### src/rtl/psram_cmd_sched.sv
// PSRAM command scheduler: round-robin grant over NREQ requesters,
// page- and chunk-limited command splitting, one command outstanding.
module psram_cmd_sched #(
    parameter int NREQ       = 3,
    parameter int AW         = 32,
    parameter int LENW       = 8,
    parameter int PAGE_BYTES = 1024
) (
    input  logic                 clk_i,
    input  logic                 rst_i,
    input  logic                 enable_i,
    input  logic [LENW-1:0]      max_chunk_i,
    input  logic [NREQ-1:0]      req_i,
    input  logic [NREQ-1:0]      wr_i,
    input  logic [NREQ*AW-1:0]   addr_i,
    input  logic [NREQ*LENW-1:0] len_i,
    output logic [NREQ-1:0]      ack_o,
    output logic [NREQ-1:0]      grant_o,
    output logic                 busy_o,
    output logic                 cmd_valid_o,
    input  logic                 cmd_ready_i,
    output logic                 cmd_wr_o,
    output logic [AW-1:0]        cmd_addr_o,
    output logic [LENW-1:0]      cmd_len_o,
    input  logic                 done_i
);

    localparam int IW = $clog2(NREQ);
    localparam int CW = LENW + 1;
    localparam int PB = $clog2(PAGE_BYTES);
    localparam logic [PB:0] PAGE_L = (PB+1)'(PAGE_BYTES);

    typedef enum logic [1:0] {IDLE, ISSUE, WAIT, ACK} state_t;

    state_t          state_q;
    logic [IW-1:0]   rr_q, win_q;
    logic [AW-1:0]   addr_q;
    logic [CW-1:0]   rem_q, chunk_q;
    logic            wr_q;
    logic [NREQ-1:0] ack_q, grant_q;
    logic            busy_q, cmd_valid_q, cmd_wr_q;
    logic [AW-1:0]   cmd_addr_q;
    logic [LENW-1:0] cmd_len_q;

    logic            pick_found;
    logic [IW-1:0]   pick_idx;
    logic [AW-1:0]   sel_addr, addr_d;
    logic [LENW-1:0] sel_len;
    logic            sel_wr;
    logic [CW-1:0]   rem_d, chunk_d;

    // Bytes for the next command: bounded by remaining, page end and cap.
    function automatic logic [CW-1:0] chunk_f(
        input logic [AW-1:0]   a,
        input logic [CW-1:0]   r,
        input logic [LENW-1:0] m
    );
        logic [PB:0]   prem;
        logic [CW-1:0] c;
        prem = PAGE_L - {1'b0, a[PB-1:0]};
        c    = r;
        if (32'(prem) < 32'(c))
            c = CW'(prem);
        if (m != '0 && 32'(m) < 32'(c))
            c = {1'b0, m};
        return c;
    endfunction

    always_comb begin
        pick_found = 1'b0;
        pick_idx   = '0;
        for (int k = 0; k < NREQ; k++) begin
            if (!pick_found && req_i[(int'(rr_q) + k) % NREQ]) begin
                pick_found = 1'b1;
                pick_idx   = IW'((int'(rr_q) + k) % NREQ);
            end
        end
        sel_addr = addr_i[int'(pick_idx)*AW +: AW];
        sel_len  = len_i[int'(pick_idx)*LENW +: LENW];
        sel_wr   = wr_i[pick_idx];
        if (state_q == IDLE) begin
            addr_d = sel_addr;
            rem_d  = {1'b0, sel_len} + CW'(1);
        end else begin
            addr_d = addr_q + AW'(chunk_q);
            rem_d  = rem_q - chunk_q;
        end
        chunk_d = chunk_f(addr_d, rem_d, max_chunk_i);
    end

    always_ff @(posedge clk_i) begin
        if (rst_i) begin
            state_q     <= IDLE;
            rr_q        <= '0;
            win_q       <= '0;
            addr_q      <= '0;
            rem_q       <= '0;
            chunk_q     <= '0;
            wr_q        <= 1'b0;
            ack_q       <= '0;
            grant_q     <= '0;
            busy_q      <= 1'b0;
            cmd_valid_q <= 1'b0;
            cmd_wr_q    <= 1'b0;
            cmd_addr_q  <= '0;
            cmd_len_q   <= '0;
        end else begin
            unique case (state_q)
                IDLE: begin
                    if (enable_i && pick_found) begin
                        state_q     <= ISSUE;
                        win_q       <= pick_idx;
                        addr_q      <= addr_d;
                        rem_q       <= rem_d;
                        chunk_q     <= chunk_d;
                        wr_q        <= sel_wr;
                        grant_q     <= NREQ'(1) << pick_idx;
                        busy_q      <= 1'b1;
                        cmd_valid_q <= 1'b1;
                        cmd_wr_q    <= sel_wr;
                        cmd_addr_q  <= addr_d;
                        cmd_len_q   <= LENW'(chunk_d - CW'(1));
                    end
                end
                ISSUE: begin
                    if (cmd_ready_i) begin
                        state_q     <= WAIT;
                        cmd_valid_q <= 1'b0;
                    end
                end
                WAIT: begin
                    if (done_i) begin
                        addr_q <= addr_d;
                        rem_q  <= rem_d;
                        if (rem_d == '0) begin
                            state_q      <= ACK;
                            ack_q[win_q] <= 1'b1;
                        end else begin
                            state_q     <= ISSUE;
                            chunk_q     <= chunk_d;
                            cmd_valid_q <= 1'b1;
                            cmd_wr_q    <= wr_q;
                            cmd_addr_q  <= addr_d;
                            cmd_len_q   <= LENW'(chunk_d - CW'(1));
                        end
                    end
                end
                ACK: begin
                    state_q <= IDLE;
                    ack_q   <= '0;
                    grant_q <= '0;
                    busy_q  <= 1'b0;
                    rr_q    <= (win_q == IW'(NREQ-1)) ? '0 : win_q + 1'b1;
                end
            endcase
        end
    end

    assign ack_o       = ack_q;
    assign grant_o     = grant_q;
    assign busy_o      = busy_q;
    assign cmd_valid_o = cmd_valid_q;
    assign cmd_wr_o    = cmd_wr_q;
    assign cmd_addr_o  = cmd_addr_q;
    assign cmd_len_o   = cmd_len_q;

endmodule

### config.mk
export PLATFORM = sky130hd
export DESIGN_NAME = psram_cmd_sched
export DESIGN_NICKNAME = d
export VERILOG_FILES = /design/src/rtl/psram_cmd_sched.sv
export SDC_FILE = /design/constraint.sdc
export NUM_CORES = 1
export LEC_CHECK = 0
export CAP_MARGIN = 20
export CORE_MARGIN = 3
export CORE_UTILIZATION = 56
export DETAILED_ROUTE_END_ITERATION = 8
export PLACE_DENSITY_LB_ADDON = 0.12
export SLEW_MARGIN = 20
export SYNTH_ARGS = -nofsm -noshare
export SYNTH_HDL_FRONTEND = slang
export SYNTH_SLANG_ARGS = --single-unit
### constraint.sdc
create_clock -name clk_i -period 16.2 [get_ports clk_i]
set_clock_uncertainty 0.05 [all_clocks]
set_input_delay 3.24 -clock clk_i [delete_from_list [all_inputs] [get_ports clk_i]]
set_output_delay 3.24 -clock clk_i [all_outputs]
set_load 0.1 [all_outputs]
==> flow_metrics.env <==
export IMPL_routed_via_density=5.96
export IMPL_clockBufferDepth=2
export IMPL_post_cts_setup_buffers=0
export IMPL_antenna_found_initial=0
export IMPL_worstSetupPathType="input port to flop"
export IMPL_ys_seq_area_share_pct=25.8
export IMPL_status="complete, no violations"
export IMPL_ys_flop_type="dfxtp_1"
export IMPL_fin_nets=1378
export IMPL_timing_fmax_ghz=0.0809
export IMPL_intPower_uw=638
export IMPL_first_pass_iters=6
export IMPL_htree_num_levels=3
export IMPL_post_route_drc_count=0
export IMPL_start_util_pct=58.3
export IMPL_place_congestion=0.994
export IMPL_instances_no_fill=1384
export IMPL_cts_resized=0
export IMPL_syn_nets=1233
export IMPL_p_sw_uw=555
export IMPL_reg2reg_to="cmd_len_o[6]"
export IMPL_r2r_cells=36
export IMPL_ys_ff_latch=106
export IMPL_num_rows=43
export IMPL_hp_class="flop to flop"
export IMPL_cts_tree="built"
export IMPL_clkTransAtPathRegs_ns=0.08
export IMPL_yosys_area_top_type="dfxtp_1"
export IMPL_dieHeight_um=127
export IMPL_coreArea_um2=14100
export IMPL_preCtsSetupSlack_ns=3.66
export IMPL_dp_cells=1367
export IMPL_hp_start="grant_o[2]"
export IMPL_fin_crit_sh_pct=76.3
export IMPL_drt_iter0_markers=647
export IMPL_post_route_util_pct=73.9
export IMPL_startpoint="req_i[2]"
export IMPL_post_synth_cell_area_avg_um2=7.79
export IMPL_synth_cell_types=91
export IMPL_crit_end="cmd_len_o[6]"
export IMPL_yosysTopAreaCellShare_pct=25.8
export IMPL_timing_final_ws_setup_ns=3.83
export IMPL_slew_headroom_pct=30.2
export IMPL_min_period_ns=12.37
export IMPL_syn_instance_count=1054
export IMPL_end_kind="flop"
export IMPL_top_level_ports=188
export IMPL_ff2ff_setup_slack_ns=6.33
export IMPL_portBuffers=187
export IMPL_synth_warnings=0
export IMPL_die_area_um2=16200
export IMPL_synth_edff_count=0
export IMPL_grt_pass1_vias=7635
export IMPL_cts_buffers=9
export IMPL_cp_required_ns=16.42
export IMPL_grt_setup_unrepaired="false"
export IMPL_syn_area_um2=8210
export IMPL_setup_viol=0
export IMPL_clk_latency_ns=0.36
export IMPL_path_max_fanout=57
export IMPL_cap_violations=0
export IMPL_grt_max_degree=110
export IMPL_ant_nets=0
export IMPL_setup_tns_ns=0
export IMPL_route_met3_wl_um=1700
export IMPL_peakVddDrop_uv=107
export IMPL_grt_pass1_wl_um=39300
export IMPL_p_per_area_nw_per_um2=115
export IMPL_synthTopCellsByArea="dfxtp_1 26%, mux2i_1 8.9%, nand2_1 6.5%"
export IMPL_seqPwrFrac_pct=27.0
export IMPL_wl_met2_um=11100
export IMPL_comb_power_share_pct=54.2
export IMPL_drv_slew=0
export IMPL_drive_above_1_share_pct=6.23
export IMPL_p_clk_share_pct=18.7
export IMPL_cts_hold_buffers=0
export IMPL_vias=8251
export IMPL_finalWirelength_um=24500
export IMPL_wl_met1_um=11300
export IMPL_crit_slowest_cell="clkdlybuf4s50_1"
export IMPL_place_hpwl_um=18300
export IMPL_wl_per_cell_um=17.7
export IMPL_finalHoldViolCount=0
export IMPL_p_leak_nw=4.06
export IMPL_start_kind="input port"
export IMPL_netSwitchingFraction_pct=46.5
export IMPL_crit_reg2reg_launch="rr_q[0]"
export IMPL_antenna_cells=0
export IMPL_worst_pin_slew_ns=1.04
export IMPL_async_flop_share_pct=0
export IMPL_cpPeakStageDelay_ns=0.67
export IMPL_overflow=0
export IMPL_die_w_um=127
export IMPL_grt_use_total_pct=29.7
export IMPL_cts_root_buf="clkbuf_16"
export IMPL_worst_path_most_repeated_cell="a21o_1"
export IMPL_cts_sinks=106
export IMPL_worstPathArrival_ns=12.58
export IMPL_top_layer_used="met4"
export IMPL_area_growth_synth_to_final_pct=26.8
synth_stat cells (4+ instances only):
library cell / count
nand2_1: 142
nor2_1: 113
dfxtp_1: 106
mux2i_1: 73
a21oi_1: 69
o21ai_0: 66
inv_1: 42
ha_1: 38
clkbuf_1: 37
o211ai_1: 37
nor3_1: 28
a211oi_1: 22
xnor2_1: 22
xor2_1: 20
nand3_1: 17
nand2b_1: 15
a21o_1: 13
or3_1: 11
o21a_1: 10
buf_1: 9
nand4_1: 8
a31oi_1: 7
buf_6: 7
mux2_2: 7
nor2b_1: 7
buf_4: 5
nand3b_1: 5
o31a_1: 5
or2_2: 5
a21boi_0: 4
and2_1: 4
and4_1: 4
mux2_4: 4
o211a_1: 4
o21ai_1: 4
o21bai_1: 4
power by group through the flow:
stage | Sequential, mW | Combinational [mW] | Clock, mW
after floorplan | 0.435 | 0.364 | 0
after global routing | 0.327 | 0.703 | 0.236
after CTS | 0.322 | 0.638 | 0.227
after global placement | 0.326 | 0.627 | 0
final | 0.322 | 0.647 | 0.223
after detailed placement | 0.327 | 0.633 | 0
state kept, by name (all words and copies together) (netlist names):
signal	cells
addr_q	32
cmd_addr_o	32
chunk_q	9
rem_q	9
cmd_len_o	8
ack_o	3
grant_o	3
rr_q	2
state_q	2
win_q	2
busy_o	1
cmd_valid_o	1
cmd_wr_o	1
wr_q	1
through the flow:
| step | instance area (µm²) | total power, mW | hold WS [ns] |
|---|---|---|---|
| 6_report | 10400 | 1.19 | 0.407 |
| 3_3_place_gp | 10100 | 0.954 | 0.392 |
| 4_1_cts | 10400 | 1.19 | 0.409 |
| 3_5_place_dp | 10100 | 0.961 | 0.398 |
| 5_1_grt | 10400 | 1.27 | 0.432 |
| 2_1_floorplan | 8210 | 0.799 | 0.386 |
worst max-delay path: cells and delay by family:
kind,cells,cell delay (ns)
and+or+nand+nor,10,2.77
muxes,3,0.80
adders and majority gates,4,1.09
buffers and inverters,3,0.83
AOI/OAI and AO/OA,13,3.51
xor gates and xnor gates,2,0.34
cells by family (layout without fill, tap and decap cells):
kind of cell | after synthesis | after routing | synth area share [%]
xor gates and xnor gates | 42 | 42 | 4.48
buffers and inverters | 104 | 254 | 5.67
AOI/OAI and AO/OA | 290 | 290 | 24.4
muxes | 85 | 85 | 10.9
adders and majority gates | 41 | 41 | 6.40
and+or+nand+nor | 386 | 386 | 22.4
DFF | 106 | 106 | 25.8
cell usage in the layout (no fill, tap or decap), types with 7 or more instances in the layout:
master	count
clkdlybuf4s50_1	186
nand2_1	142
nor2_1	110
dfxtp_1	106
mux2i_1	73
a21oi_1	69
o21ai_0	66
inv_1	42
ha_1	38
o211ai_1	37
nor3_1	28
a211oi_1	22
xnor2_1	22
xor2_1	20
nand3_1	17
nand2b_1	15
a21o_1	13
or3_1	11
o21a_1	10
clkbuf_16	9
nand4_1	8
nor2b_1	7
a31oi_1	7
mux2_2	7
buf_4	7
routing by layer:
layer	global-route usage (%)	vias up
li1	-	4072
met1	43.1	3846
met2	46.2	306
met3	4.72	27
met4	7.19	0
met5	0	-
worst min path at each step:
stage                     slack (ns)  depth (start not counted)         end
after floorplan                 0.39                          2        wr_q
after global placement          0.39                          2  grant_o[2]
after detailed placement        0.40                          2  grant_o[2]
after CTS                       0.41                          2  grant_o[2]
after global routing            0.43                          2  grant_o[1]
final                           0.41                          2  grant_o[2]
area by class of cell:
cell class | instances | area, µm²
sequential | 106 | 2120
inverter | 43 | 161
multi-input combinational | 844 | 5650
clock inverter | 7 | 81.3
fill | 1132 | 3680
timing repair buffer | 195 | 1950
clock buffer | 9 | 225
tap | 180 | 225
No activity file was read; power rests on OpenSTA's default activity.
